[config.mk]
export PLATFORM = sky130hd
export DESIGN_NAME = prog_loader_flat
export DESIGN_NICKNAME = d
export VERILOG_FILES = /design/src/rtl/prog_loader_if.sv /design/src/rtl/prog_loader.sv /design/src/flat_wrapper.sv
export SDC_FILE = /design/constraint.sdc
export NUM_CORES = 1
export LEC_CHECK = 0
export CAP_MARGIN = 10
export CORE_MARGIN = 2
export CORE_UTILIZATION = 44
export CTS_CLUSTER_DIAMETER = 40
export DETAILED_ROUTE_END_ITERATION = 6
export DONT_BUFFER_PORTS = 1
export GPL_ROUTABILITY_DRIVEN = 0
export SETUP_SLACK_MARGIN = 0.02
export SYNTH_ARGS = -nofsm -noshare
export SYNTH_HDL_FRONTEND = slang
export SYNTH_SLANG_ARGS = --single-unit
[constraint.sdc]
create_clock -name i_clk -period 3.2 [get_ports i_clk]
set_clock_uncertainty 0.15 [all_clocks]
set_input_delay 0.32 -clock i_clk [delete_from_list [all_inputs] [get_ports i_clk]]
set_output_delay 0.32 -clock i_clk [all_outputs]
set_load 0.05 [all_outputs]
[src/rtl/prog_loader_if.sv]
// Byte-stream and program-memory write-port bundle for the program loader.
// The slave modport is the loader itself; the master modport is whoever feeds it.
interface prog_loader_if #(
    parameter int LEN_DATA = 16,
    parameter int LEN_ADDR = 11
);
    logic                i_start;
    logic [7:0]          i_rx_data;
    logic                i_rx_valid;
    logic                o_mem_we;
    logic [LEN_ADDR-1:0] o_mem_addr;
    logic [LEN_DATA-1:0] o_mem_wdata;
    logic                o_cpu_reset;
    logic                o_busy;
    logic                o_done;
    logic                o_error;
    logic [LEN_ADDR:0]   o_words_loaded;

    modport slave (
        input  i_start, i_rx_data, i_rx_valid,
        output o_mem_we, o_mem_addr, o_mem_wdata, o_cpu_reset,
               o_busy, o_done, o_error, o_words_loaded
    );

    modport master (
        output i_start, i_rx_data, i_rx_valid,
        input  o_mem_we, o_mem_addr, o_mem_wdata, o_cpu_reset,
               o_busy, o_done, o_error, o_words_loaded
    );
endinterface

[src/rtl/prog_loader.sv]
// Fills the BIP program memory from a framed byte stream:
// LEN_HI, LEN_LO, N x {W_HI, W_LO}, CHK (XOR of all preceding bytes).
module prog_loader #(
    parameter int LEN_DATA  = 16,
    parameter int LEN_ADDR  = 11,
    parameter int RAM_DEPTH = 2048
) (
    input  logic          i_clk,
    input  logic          i_reset,
    prog_loader_if.slave  bus
);

    typedef enum logic [2:0] {
        S_IDLE,
        S_LEN_HI,
        S_LEN_LO,
        S_DATA_HI,
        S_DATA_LO,
        S_CHECK,
        S_DONE,
        S_ERR
    } state_t;

    state_t                r_state;
    logic [7:0]            r_chk;
    logic [7:0]            r_len_hi;
    logic [7:0]            r_data_hi;
    logic [15:0]           r_len;
    logic [LEN_ADDR:0]     r_count;
    logic                  r_mem_we;
    logic [LEN_ADDR-1:0]   r_mem_addr;
    logic [LEN_DATA-1:0]   r_mem_wdata;
    logic                  r_cpu_reset;
    logic                  r_busy;
    logic                  r_done;
    logic                  r_error;

    logic [15:0]           w_len;
    logic [LEN_ADDR:0]     w_count_next;
    logic [7:0]            w_chk_next;

    assign w_len        = {r_len_hi, bus.i_rx_data};
    assign w_count_next = r_count + 1'b1;
    assign w_chk_next   = r_chk ^ bus.i_rx_data;

    // Status flags are registered alongside every state change so they never glitch.
    always_ff @(posedge i_clk or posedge i_reset) begin
        if (i_reset) begin
            r_state     <= S_IDLE;
            r_chk       <= '0;
            r_len_hi    <= '0;
            r_data_hi   <= '0;
            r_len       <= '0;
            r_count     <= '0;
            r_mem_we    <= 1'b0;
            r_mem_addr  <= '0;
            r_mem_wdata <= '0;
            r_cpu_reset <= 1'b0;
            r_busy      <= 1'b0;
            r_done      <= 1'b0;
            r_error     <= 1'b0;
        end else begin
            r_mem_we <= 1'b0;
            case (r_state)
                S_IDLE, S_DONE, S_ERR: begin
                    if (bus.i_start) begin
                        r_state     <= S_LEN_HI;
                        r_chk       <= '0;
                        r_count     <= '0;
                        r_done      <= 1'b0;
                        r_error     <= 1'b0;
                        r_busy      <= 1'b1;
                        r_cpu_reset <= 1'b1;
                    end
                end
                S_LEN_HI: begin
                    if (bus.i_rx_valid) begin
                        r_len_hi <= bus.i_rx_data;
                        r_chk    <= w_chk_next;
                        r_state  <= S_LEN_LO;
                    end
                end
                S_LEN_LO: begin
                    if (bus.i_rx_valid) begin
                        r_len <= w_len;
                        r_chk <= w_chk_next;
                        if (w_len == 16'd0) begin
                            r_state <= S_CHECK;
                        end else if (w_len > 16'(RAM_DEPTH)) begin
                            r_state <= S_ERR;
                            r_busy  <= 1'b0;
                            r_error <= 1'b1;
                        end else begin
                            r_state <= S_DATA_HI;
                        end
                    end
                end
                S_DATA_HI: begin
                    if (bus.i_rx_valid) begin
                        r_data_hi <= bus.i_rx_data;
                        r_chk     <= w_chk_next;
                        r_state   <= S_DATA_LO;
                    end
                end
                S_DATA_LO: begin
                    if (bus.i_rx_valid) begin
                        r_chk       <= w_chk_next;
                        r_mem_we    <= 1'b1;
                        r_mem_addr  <= r_count[LEN_ADDR-1:0];
                        r_mem_wdata <= {r_data_hi, bus.i_rx_data};
                        r_count     <= w_count_next;
                        if (16'(w_count_next) == r_len) begin
                            r_state <= S_CHECK;
                        end else begin
                            r_state <= S_DATA_HI;
                        end
                    end
                end
                S_CHECK: begin
                    if (bus.i_rx_valid) begin
                        r_busy <= 1'b0;
                        if (bus.i_rx_data == r_chk) begin
                            r_state     <= S_DONE;
                            r_done      <= 1'b1;
                            r_cpu_reset <= 1'b0;
                        end else begin
                            r_state <= S_ERR;
                            r_error <= 1'b1;
                        end
                    end
                end
                default: begin
                    r_state <= S_IDLE;
                end
            endcase
        end
    end

    // The CPU must also be held while the loader itself is being reset.
    assign bus.o_cpu_reset    = r_cpu_reset | i_reset;
    assign bus.o_mem_we       = r_mem_we;
    assign bus.o_mem_addr     = r_mem_addr;
    assign bus.o_mem_wdata    = r_mem_wdata;
    assign bus.o_busy         = r_busy;
    assign bus.o_done         = r_done;
    assign bus.o_error        = r_error;
    assign bus.o_words_loaded = r_count;

endmodule

[src/flat_wrapper.sv]
// flat-port wrapper written by rule: the top's interface ports become plain ports
module prog_loader_flat 
#(
    parameter int LEN_DATA  = 16,
    parameter int LEN_ADDR  = 11,
    parameter int RAM_DEPTH = 2048
)
  (i_clk, i_reset, bus_i_start, bus_i_rx_data, bus_i_rx_valid, bus_o_mem_we, bus_o_mem_addr, bus_o_mem_wdata, bus_o_cpu_reset, bus_o_busy, bus_o_done, bus_o_error, bus_o_words_loaded);
  prog_loader_if #(.LEN_DATA(LEN_DATA), .LEN_ADDR(LEN_ADDR)) bus_i ();
  input  logic i_clk;
  input  logic i_reset;
  input wire logic [$bits(bus_i.i_start)-1:0] bus_i_start;
  input wire logic [$bits(bus_i.i_rx_data)-1:0] bus_i_rx_data;
  input wire logic [$bits(bus_i.i_rx_valid)-1:0] bus_i_rx_valid;
  output wire logic [$bits(bus_i.o_mem_we)-1:0] bus_o_mem_we;
  output wire logic [$bits(bus_i.o_mem_addr)-1:0] bus_o_mem_addr;
  output wire logic [$bits(bus_i.o_mem_wdata)-1:0] bus_o_mem_wdata;
  output wire logic [$bits(bus_i.o_cpu_reset)-1:0] bus_o_cpu_reset;
  output wire logic [$bits(bus_i.o_busy)-1:0] bus_o_busy;
  output wire logic [$bits(bus_i.o_done)-1:0] bus_o_done;
  output wire logic [$bits(bus_i.o_error)-1:0] bus_o_error;
  output wire logic [$bits(bus_i.o_words_loaded)-1:0] bus_o_words_loaded;
  assign bus_i.i_start = bus_i_start;
  assign bus_i.i_rx_data = bus_i_rx_data;
  assign bus_i.i_rx_valid = bus_i_rx_valid;
  assign bus_o_mem_we = bus_i.o_mem_we;
  assign bus_o_mem_addr = bus_i.o_mem_addr;
  assign bus_o_mem_wdata = bus_i.o_mem_wdata;
  assign bus_o_cpu_reset = bus_i.o_cpu_reset;
  assign bus_o_busy = bus_i.o_busy;
  assign bus_o_done = bus_i.o_done;
  assign bus_o_error = bus_i.o_error;
  assign bus_o_words_loaded = bus_i.o_words_loaded;
  prog_loader #(.LEN_DATA(LEN_DATA), .LEN_ADDR(LEN_ADDR), .RAM_DEPTH(RAM_DEPTH)) u_core (.i_clk(i_clk), .i_reset(i_reset), .bus(bus_i));
endmodule
# ---- Yosys cells after proc, flatten, opt, wreduce, memory -nomap -nowiden
# Index checks and enable logic that the tools add are counted.
dict set report classes {
  n_addsub 1
  n_lt_le_gt_ge 1
  n_eq_ne 20
  n_mux 38
  n_bitwise 2
  n_reduce_logical 18
}
# operator count
set ops {}
lappend ops {{$mux W3} 9}
lappend ops {{$mux W12} 2}
lappend ops {{$pmux W12 S2} 1}
lappend ops {{$mux W1} 18}
lappend ops {{$pmux W3 S6} 1}
lappend ops {{$eq A12 B16 Y1} 1}
lappend ops {{$gt A16 B12 Y1 const B} 1}
lappend ops {{$logic_not A16 Y1} 1}
lappend ops {{$mux W8} 2}
lappend ops {{$ne A2 B2 Y1 const B} 8}
lappend ops {{$pmux W8 S2} 1}
lappend ops {{$add A12 B1 Y12 const B} 1}
lappend ops {{$eq A3 B3 Y1 const B} 4}
lappend ops {{$reduce_and A6 Y1} 2}
lappend ops {{$eq A8 B8 Y1} 1}
lappend ops {{$reduce_and A2 Y1} 4}
lappend ops {{$xor A8 B8 Y8} 1}
lappend ops {{$reduce_and A7 Y1} 1}
lappend ops {{$eq A3 B2 Y1 const B} 2}
lappend ops {{$ne A2 B1 Y1 const B} 3}
lappend ops {{$pmux W1 S3} 2}
lappend ops {{$reduce_and A3 Y1} 2}
lappend ops {{$reduce_bool A2 Y1} 3}
lappend ops {{$pmux W1 S2} 2}
lappend ops {{7 further kinds} 7}
dict set report totals {
  regBits 87
  in_bits 12
  out_inout_bits 44
  wordCells 93
}

# ---- Logic depth before layout (Yosys ltp)
dict set report logic_depth {
  ltp_word 5
  mapped_depth 7
  mapped_depth_nobuf 7
}

# ---- Least setup slack after synthesis
# No wires, ideal clock.
dict set report synth_path {
  path_type {register -> register}
  startpoint {reg u_core.r_count[0], in the netlist u_core.bus.o_words_loaded[0]}
  endpoint {reg u_core.r_state[1]}
  setup_time_ns 0.132
  arrival_ns 2.227
  t_required_ns 2.918
  slack_ns 0.691
  stages_incl_launch_ff 8
  path_buffers 0
  period_less_slack_ns 2.509
  cell_sequence {dfrtp_1 > ha_1 > nand3_4 > or2_4 > a311oi_2 > o311ai_1 > nor4_2 > a31oi_1}
}
dict set report synth_between {
  elab_chain_cells 5
}
# item line_no
set synth_rtl {}
lappend synth_rtl {{start: declaration} prog_loader.sv:29} ;# logic [LEN_ADDR:0] r_count;
lappend synth_rtl {{start signal: assignment} prog_loader.sv:111} ;# r_count <= w_count_next;
lappend synth_rtl {{$add A12 B1 Y12} prog_loader.sv:43} ;# assign w_count_next = r_count + 1'b1;
lappend synth_rtl {{$eq A12 B16 Y1} prog_loader.sv:112} ;# if (16'(w_count_next) == r_len) begin
lappend synth_rtl {{$mux W3} prog_loader.sv:112}
lappend synth_rtl {{$mux W3} prog_loader.sv:106} ;# if (bus.i_rx_valid) begin
lappend synth_rtl {{$pmux W3 S6} prog_loader.sv:64} ;# case (r_state)
lappend synth_rtl {{end signal: assignment} prog_loader.sv:67} ;# r_state <= S_LEN_HI;
lappend synth_rtl {{end signal: assignment} prog_loader.sv:113} ;# r_state <= S_CHECK;
lappend synth_rtl {{end signal: assignment} prog_loader.sv:115} ;# r_state <= S_DATA_HI;
lappend synth_rtl {{end: declaration} prog_loader.sv:24} ;# state_t r_state;
# No other way between the ends. The select of a mux whose other input is x is not followed.
# A chain may end at the register's enable or synchronous reset.

# ---- Worst setup path after layout
dict set report layout_path {
  startpoint {reg u_core.r_count[6], in the netlist u_core.bus.o_words_loaded[6]}
  endpoint {reg u_core.r_state[1]}
}
# Same word-level chain as after synthesis.

==> impl_metrics.toml <==
[global_routing]
grt.overflow.total = 0
grt_max_degree = 57
grt_pass1_vias = 3057
grt_pass1_wl_mm = 16.1
grt_usage_pct = 20.2
antenna_found_initial = 0

[clock_tree]
cts_tree = "done"
clock-sinks = 87
cts_buffer_depth = 2
clock-root-buffer = "clkbuf_8"
clkTransAtPathRegs_ns = 0.09
numCtsBuffers = 9
clk_latency_ns = 0.36
cts_htree_levels = 3

[timing]
worst_pin_slew_ns = 0.649
fin_setup_tns_ns = 0
period_minus_slack_ns = 2.41
hold_violations = 0
period_share_pct = 75.3
rsz0062_at_grt = "no"
setup_viol_count_final = 0
slew_viol_final = 0
timing.fmax_ghz = 0.415
slew_headroom_pct = 56.5

[setup_path]
worst_setup_path_start_kind = "register"
path_max_fanout = 7
cp_num_buf_inv = 0
slowest_stage = "dfrtp_1"
reg2reg_slack_ns = 0.79
max_stage_delay_ns = 0.75
timing_worst_setup_path_type = "reg -> reg"
cp.arrival_ns = 2.50
end_kind = "register"
cp_top_family = "simple AND/OR/NAND/NOR gates"
path_cells = "nand4_1 > or3_1 > a2bb2oi_1 > o2111ai_1 > nor4_2 > a31oi_1"
cp_data_required_time_ns = 3.29

[placed_design]
numPortBuffers = 0
dp.cells = 550
place_area_um2 = 4410
dp_hpwl_mm = 6.30

[logic_synthesis]
synth_cells = 432
synthTopCellsByArea = "dfrtp_1 51%, nand2_1 9.3%, mux2_2 8.5%"
yosys.area.top_type_share_pct = 51.3
synth-edff-count = 0
ys_seq_area_share_pct = 51.3
synth_fp_nets = 445
synth_top_cell_by_area = "dfrtp_1"
synth_area_um2 = 4250
synthFlopType = "dfrtp_1"
ys_seq_elements = 87
ys_types = 57
synth_common_cells = "105 x nand2_1, 87 x dfrtp_1, 40 x o21ai_0"
ys.warnings.count = 0
yosys.cell_count.top_type = "nand2_1"
avgSynthCellArea_um2 = 9.83
ys_async_sr_fraction_pct = 100

[final_layout]
final_area_um2 = 4700
regArea_um2 = 2180
drive_above_1_share_pct = 17.5
syn_to_final_growth_pct = 10.8
nFillCells = 892
final_nets = 454
final_cells = 575
multiInputGateArea_um2 = 1920
num_antenna_cells = 0

[power]
ir_drop_uv = 472
p_leak_nw = 2.09
p_total_mw = 4.47
power.density_nw_per_um2 = 950

[drt]
drt-total-wl_mm = 9.80
drtIter0Drc = 118
drc = 0
ant_nets = 0
routed-via-count = 3074
first_pass_iters = 4
vias_per_cell = 5.35
wl_per_cell_um = 17.0

[die]
coreArea_um2 = 9280
io_pins = 56
die_area_um2 = 10500
die_w_um = 102
die_h_um = 102
initial_utilization_pct = 45.7
rows = 35

[job]
maxCapViolations = 0

[min_path]
worstHoldPathType = "in -> reg"

[status]
outcome = "completed"
## kinds of logic after synthesis
group,share of synthesized area [%]
simple gates,19.3
flops,51.3
compound gates,10.9
buf+inv,3.57
mux,8.72
xor+xnor,5.95
fa+ha+maj,0.295
## through the flow
step	setup WS [ns]	hold slack, ns	utilization, %
after floorplan	0.480	0.283	-
final	0.789	0.0443	50.6
after CTS	0.769	0.0328	50.6
after global routing	0.579	0.0650	50.6
after global placement	0.868	0.129	47.5
after detailed placement	0.797	0.129	47.5
## metal layers
metal / part of all wire [%] / global-route usage [%] / up-vias
li1: - / - / 1488
met1: 48 / 28.3 / 1499
met2: 45 / 31.2 / 77
met3: 5.0 / 4.31 / 10
met4: 1.6 / 7.08 / 0
met5: 0 / 0 / -
## final cells by class
| type | count | area share [%] |
|---|---|---|
| flip-flops and latches | 87 | 46.3 |
| multi-input cells | 311 | 40.8 |
| repair buffers | 24 | 4.58 |
| well taps | 129 | 3.43 |
| clock buffers | 12 | 3.09 |
| clock inverters | 4 | 1.17 |
| inverters | 8 | 0.665 |
## worst reg2reg max path, cell delays in order (launching register included)
cell	delay (ns)
dfrtp_1	0.75
nand4_1	0.30
or3_1	0.40
a2bb2oi_1	0.18
o2111ai_1	0.14
nor4_2	0.24
a31oi_1	0.12
## repair_timing
action	in CTS	in global routing
setup buffers	0	0
endpoints found under the hold margin	71	0
resized for setup	0	0
hold buffers	9	0
## sequential cells by signal (all words and copies together) (netlist names)
name,count
u_core.r_chk,8
u_core.r_state,3
u_core.bus.o_words_loaded,12
u_core.r_data_hi,8
u_core.r_cpu_reset,1
u_core.bus.o_mem_addr,11
u_core.bus.o_done,1
u_core.bus.o_busy,1
u_core.bus.o_error,1
u_core.r_len,16
u_core.r_len_hi,8
u_core.bus.o_mem_wdata,16
u_core.bus.o_mem_we,1
## report_power, final
part	total [mW]	internal, mW	switching [mW]
clock	0.786	0.386	0.400
combinational	1.35	0.637	0.710
sequential	2.34	1.50	0.835
total	4.47	2.52	1.94
## placed cells by master (no fill, tap or decap), types with 3 or more instances in the layout
master,count
nand3_1,6
nor2_1,27
and3_1,3
o21ai_0,40
o2111ai_1,3
nor3_1,5
mux2_2,32
inv_1,5
o31ai_1,4
xnor2_1,19
nand2_1,105
dlygate4sd3_1,9
nor4_1,4
clkbuf_8,10
dfrtp_1,87
and2_1,3
nand4_1,3
xor2_1,8
a21oi_1,8
buf_4,14
## path summary, 6_finish.rpt
check                                        endpoint  cells after the start                         start
max in group asynchronous             u_core.r_len[4]                      3                       i_reset
min reg2reg                u_core.bus.o_mem_wdata[15]                      2           u_core.r_data_hi[7]
max                                 u_core.r_state[1]                      6  u_core.bus.o_words_loaded[6]
min                                u_core.r_cpu_reset                      2                   bus_i_start
max reg2reg                         u_core.r_state[1]                      6  u_core.bus.o_words_loaded[6]
min in group asynchronous          u_core.r_cpu_reset                      2                       i_reset
Power figures use the tool's default switching activity.
